--- src/rtl/pkt_dvdr_tx_arbiter.sv ---
// Round-robin arbiter sharing the packet-divider tx byte stream among NUM_REQ requesters.
// Optional parity checking is compiled in with `define PKT_DVDR_TX_ARB_PARITY_CHK_EN.
module pkt_dvdr_tx_arbiter #(
    parameter int NUM_REQ = 4,
    parameter int IPG     = 2,
    parameter int TIMEOUT = 16
) (
    input  logic                   clk,
    input  logic                   rst,
    input  logic [NUM_REQ-1:0]     in_valid,
    input  logic [8*NUM_REQ-1:0]   in_data,
    input  logic [NUM_REQ-1:0]     in_last,
    output logic [NUM_REQ-1:0]     in_ready,
    output logic                   tx_en,
    output logic [7:0]             tx_data,
    output logic [NUM_REQ-1:0]     grant,
    output logic                   busy,
    output logic                   abort,
    output logic                   parity_err
);
    localparam int         PW        = $clog2(NUM_REQ);
    localparam logic [3:0] GAP_LAST  = (IPG > 0) ? 4'(IPG - 1) : 4'd0;
    localparam logic [7:0] STALL_MAX = 8'(TIMEOUT);

    typedef enum logic [1:0] {S_IDLE, S_FWD, S_GAP} state_t;

    state_t             state, state_nxt;
    logic [PW-1:0]      rr_ptr, rr_ptr_nxt, gidx, gidx_nxt, gidx_inc, sel_idx, cand;
    logic [NUM_REQ-1:0] grant_nxt;
    logic [7:0]         stall_cnt, stall_cnt_nxt, cur_byte;
    logic [3:0]         gap_cnt, gap_cnt_nxt;
    logic               sel_found, accept, acc_last, abort_nxt;
    int                 pos;

    // First valid requester at or after rr_ptr, wrapping.
    always_comb begin
        sel_found = 1'b0;
        sel_idx   = '0;
        pos       = 0;
        cand      = '0;
        for (int k = 0; k < NUM_REQ; k++) begin
            pos = int'(rr_ptr) + k;
            if (pos >= NUM_REQ) pos = pos - NUM_REQ;
            cand = PW'(pos);
            if (!sel_found && in_valid[cand]) begin
                sel_found = 1'b1;
                sel_idx   = cand;
            end
        end
    end

    always_comb begin
        in_ready = '0;
        if (state == S_FWD) in_ready[gidx] = in_valid[gidx];
    end

    assign accept   = (state == S_FWD) && in_valid[gidx];
    assign acc_last = accept && in_last[gidx];
    assign cur_byte = in_data[{gidx, 3'b000} +: 8];
    assign gidx_inc = (gidx == PW'(NUM_REQ - 1)) ? '0 : gidx + 1'b1;
    assign busy     = (state != S_IDLE);

    always_comb begin
        state_nxt     = state;
        grant_nxt     = grant;
        gidx_nxt      = gidx;
        rr_ptr_nxt    = rr_ptr;
        stall_cnt_nxt = stall_cnt;
        gap_cnt_nxt   = gap_cnt;
        abort_nxt     = 1'b0;
        case (state)
            S_IDLE: begin
                if (sel_found) begin
                    state_nxt          = S_FWD;
                    gidx_nxt           = sel_idx;
                    grant_nxt          = '0;
                    grant_nxt[sel_idx] = 1'b1;
                    stall_cnt_nxt      = '0;
                end
            end
            S_FWD: begin
                stall_cnt_nxt = accept ? 8'd0 : stall_cnt + 8'd1;
                // Packet ends on eop acceptance or on stall timeout; either way the owner drops to lowest priority.
                if (acc_last || (!accept && (stall_cnt + 8'd1 == STALL_MAX))) begin
                    abort_nxt     = !accept;
                    rr_ptr_nxt    = gidx_inc;
                    grant_nxt     = '0;
                    gap_cnt_nxt   = '0;
                    stall_cnt_nxt = '0;
                    state_nxt     = (IPG == 0) ? S_IDLE : S_GAP;
                end
            end
            S_GAP: begin
                // The eop byte still on tx does not count as a gap cycle.
                if (!tx_en) begin
                    if (gap_cnt == GAP_LAST) state_nxt = S_IDLE;
                    else gap_cnt_nxt = gap_cnt + 4'd1;
                end
            end
            default: state_nxt = S_IDLE;
        endcase
    end

    always_ff @(posedge clk) begin
        if (rst) begin
            state     <= S_IDLE;
            grant     <= '0;
            gidx      <= '0;
            rr_ptr    <= '0;
            stall_cnt <= '0;
            gap_cnt   <= '0;
            abort     <= 1'b0;
            tx_en     <= 1'b0;
            tx_data   <= '0;
        end else begin
            state     <= state_nxt;
            grant     <= grant_nxt;
            gidx      <= gidx_nxt;
            rr_ptr    <= rr_ptr_nxt;
            stall_cnt <= stall_cnt_nxt;
            gap_cnt   <= gap_cnt_nxt;
            abort     <= abort_nxt;
            tx_en     <= accept;
            if (accept) tx_data <= cur_byte;
        end
    end

`ifdef PKT_DVDR_TX_ARB_PARITY_CHK_EN
    logic [7:0] par_acc, par_dly;
    logic [2:0] par_cnt;

    // par_dly lags one byte so that at eop it holds the parity byte; par_acc folds bytes 2..N-2.
    always_ff @(posedge clk) begin
        if (rst) begin
            par_cnt    <= '0;
            parity_err <= 1'b0;
        end else begin
            parity_err <= 1'b0;
            if (state == S_IDLE) begin
                par_cnt <= '0;
            end else if (accept) begin
                par_dly <= cur_byte;
                if (par_cnt != 3'd7) par_cnt <= par_cnt + 3'd1;
                if (par_cnt == 3'd0) par_acc <= '0;
                else if (acc_last) parity_err <= (par_cnt >= 3'd3) && (par_acc != par_dly);
                else if (par_cnt >= 3'd2) par_acc <= par_acc ^ par_dly;
            end
        end
    end
`else
    assign parity_err = 1'b0;
`endif

endmodule

--- config.mk ---
export PLATFORM = sky130hd
export DESIGN_NAME = pkt_dvdr_tx_arbiter
export DESIGN_NICKNAME = d
export VERILOG_FILES = /design/src/rtl/pkt_dvdr_tx_arbiter.sv
export SDC_FILE = /design/constraint.sdc
export NUM_CORES = 1
export LEC_CHECK = 0
export ABC_AREA = 1
export BUFFER_PORTS_ARGS = -buffer_cell sky130_fd_sc_hd__buf_2
export CAP_MARGIN = 30
export CORE_MARGIN = 5
export CORE_UTILIZATION = 55
export CTS_BUF_LIST = sky130_fd_sc_hd__clkbuf_4
export CTS_CLUSTER_DIAMETER = 150
export DETAILED_ROUTE_END_ITERATION = 6
export GPL_TIMING_DRIVEN = 0
export HOLD_SLACK_MARGIN = 0.15
export PLACE_DENSITY = 0.82
export SLEW_MARGIN = 5
export SYNTH_ARGS = -nofsm -noshare
export SYNTH_HDL_FRONTEND = slang
export SYNTH_SLANG_ARGS = --single-unit
--- constraint.sdc ---
create_clock -name clk -period 4.1 [get_ports clk]
set_input_delay 0.205 -clock clk [delete_from_list [all_inputs] [get_ports clk]]
set_output_delay 0.205 -clock clk [all_outputs]
set_load 0.02 [all_outputs]
==> implementation parameters <==
Parameter                              Value

Yosys
  Distinct cell type count after synthesis    33
  Post-synth net total    397
  Post-synthesis mux area share    0
  Synth Area in Adders    0.03829
  Fraction of synthesized cell area in xor and xnor cells    0.003829
  Dominant combinational cell family by area after synthesis    simple AND/OR/NAND/NOR gates
  Area fraction in compound gates after synthesis    0.1389
  Share of synthesized cell area in and, or, nand and nor gates    0.4360
  Syn Inst Count    348
  Total of flip-flops plus latches after synthesis    32
  Syn Area/Cell    6.572 sq um
  Post-synthesis instance area    0.002287 sq mm
  Warnings from Yosys    0
  Seq/Total Area, Yosys    0.2801

Die
  IO Count    62
  Die height    74.49 um
  Initial standard-cell utilization of the core    0.5677
  Die span in x    74.49 um
  Standard-cell row count    23
  Die outline area    0.005548 sq mm
  Area of the core    0.004029 sq mm

Route
  Avg Vias per Cell    5.208
  DRC    0
  Number of nets with antenna violations after routing    0
  Total iterations of the first detailed-routing run    7
  Vias    2,427
  1st-iter DRT viols    156
  Wire length per cell    12.13 um
  Routed Wire Length    5651 um

Setup path
  Worst path cell trace    inv_2 > buf_2 > clkbuf_1 > ha_1 > inv_1 > nor2_1 > buf_2
  Critical path's top delay family    buffers and inverters
  Crit path launch type    flip-flop
  Cell with the most instances on the worst path    sky130_fd_sc_hd__buf_2
  Endpoint class of the critical path    output pin
  Type of the worst setup path    reg2out
  Slowest stage delay, CP    0.41 ns
  Crit path arrival time    1.94 ns
  Critical Path RT    3.89 ns
  Critical path fanouts, max    11
  Crit path buffers/inverters    5
  Slack of the worst reg-to-reg path    2.25 ns
  Cell with the largest stage delay on the worst path    sky130_fd_sc_hd__clkbuf_1

Timing
  Total negative slack for setup checks    0 ns
  Min setup slack post-route    1.958 ns
  Clock period minus worst slack    2.142 ns
  Worst setup skew after layout    0.007181 ns
  Share of the clock period used by the worst path    0.5224
  Number of max-slew violations in the final report    0
  Final Hold Violating Endpoints    0
  Slew @ Worst Pin    0.5697 ns
  Max Clock Freq    466.9 MHz
  Max-slew headroom at the worst pin    0.6188
  Unrepaired setup endpoints after global routing    no
  Setup violations, final    0

Flow run
  Number of max-capacitance violations reported    0

CTS
  CTS H-Tree Depth    2
  Hold Buf Count CTS    0
  Clock latency on the worst-skew pair    0.33 ns
  Clock tree from TritonCTS    built
  Count of clock tree sinks    32
  Setup fix buffers added after clock tree synthesis    0
  Root cell of the clock tree    sky130_fd_sc_hd__clkbuf_4
  Post-CTS Resized    0
  CTS max path bufs    2
  Number of CTS-inserted buffers    5
  Clk slew on worst S/H paths    0.11 ns

Global route
  Pin count of the biggest net entering global routing    12
  Total global routing track utilization    0.2228
  Met1 usage in global routing    0.2697
  Global Route met3 Usage    0.06757
  Vias in the first global route    2,345
  Met2 usage in global routing    0.3844
  Global route overflow    0
  Wire length of the first global-routing pass    9832 um
  Most Crowded Layer GR    met2
  Initial antenna violation count    0

Placed design
  DP Worst Slack    2.283 ns
  Number of I/O port buffers    60
  Half-perimeter wire length after placement    4476 um
  Post-Place Cells    458
  Gpl congestion    0.8609

Cells and area
  Fraction of final layout cells with drive strength greater than 1    0.2861
  Total Nets Final    464
  Antenna diode count    0
  Non-Filler Instances    466
  Most frequent standard cell in the layout excluding fill and tap cells    sky130_fd_sc_hd__nand2_1
  Area growth, synth to finish    19.37%
  Most used cells in the layout excluding fill and tap cells    78 x sky130_fd_sc_hd__nand2_1, 68 x sky130_fd_sc_hd__buf_2, 50 x sky130_fd_sc_hd__nor2_1, 32 x sky130_fd_sc_hd__inv_1, 32 x sky130_fd_sc_hd__dfxtp_1

Pwr
  Power density over the cells    405.1 mW/mm^2
  Max IR drop VDD    0.2117 mV
  Leak    1.378 nW

Status
  Outcome    finished clean

Worst hold path
  Type of the most critical hold path    in2reg
worst paths after layout:
| path | from | endpoint | depth (start not counted) |
|---|---|---|---|
| min reg2reg | tx_data[0] | tx_data[0] | 2 |
| max | gidx[0] | in_ready[2] | 7 |
| min | rst | gidx[1] | 4 |
| max reg2reg | stall_cnt[0] | grant[1] | 14 |
tightest hold or removal path, delay by kind of cell:
family                 cells  cell delay, ns
buffers and inverters      2            0.13
AO/OA/AOI/OAI              2            0.11
sequential cells by signal, indices dropped and copies added, names as in the netlist:
signal,count
rr_ptr,2
stall_cnt,8
grant,4
tx_en,1
abort,1
gidx,2
tx_data,8
state,2
gap_cnt,4
per-layer routing:
layer / up-vias / share of wire
li1: 1261 / -
met1: 1071 / 0.44
met2: 86 / 0.47
met3: 9 / 0.080
met4: 0 / 0.010
met5: - / 0
kinds of logic after synthesis:
| logic type | Yosys count |
|---|---|
| AO/OA/AOI/OAI | 57 |
| buffers and inverters | 53 |
| XOR/XNOR | 1 |
| flip-flops | 32 |
| AND/OR/NAND/NOR | 197 |
| adder cells (fa/ha/maj) | 7 |
| other | 1 |
cell usage after synthesis (all sizes together):
cell / n / share of area
nand2: 91 / 0.17
nor2: 55 / 0.10
inv: 38 / 0.062
nand3: 38 / 0.12
dfxtp: 32 / 0.28
o21ai: 30 / 0.069
a21oi: 15 / 0.036
buf: 11 / 0.032
o22ai: 9 / 0.025
ha: 7 / 0.038
nand3b: 7 / 0.028
nand4: 6 / 0.016
clkbuf: 4 / 0.0066
a31oi: 1 / 0.0027
conb: 1 / 0.0016
o21a: 1 / 0.0033
o21bai: 1 / 0.0033
xnor2: 1 / 0.0038
power by group:
part	internal [mW]	total, mW	switching (mW)
clock network	0.127	0.245	0.118
logic	0.168	0.477	0.310
registers	0.353	0.384	0.0312
total	0.647	1.11	0.458
layout make-up:
class	instances	area, sq um
buffer	15	88.84
clock buffer	5	37.54
clock inverter	3	42.54
fill	343	1299
inverter	38	142.6
multi-input combinational	263	1415
sequential	32	640.6
tap	50	62.56
timing repair buffer	60	300.3
through the flow:
stage / hold WS [ns] / total power [mW] / instance area, sq um / utilization
2_1_floorplan: 0.3893 / 0.7402 / 2287 / -
3_5_place_dp: 0.4632 / 0.8653 / 2650 / 0.6578
6_report: 0.1564 / 1.106 / 2730 / 0.6776
4_1_cts: 0.1551 / 1.106 / 2730 / 0.6776
5_1_grt: 0.2132 / 1.187 / 2730 / 0.6776
3_3_place_gp: 0.4583 / 0.8574 / 2650 / 0.6578
Power figures use the tool's default switching activity.
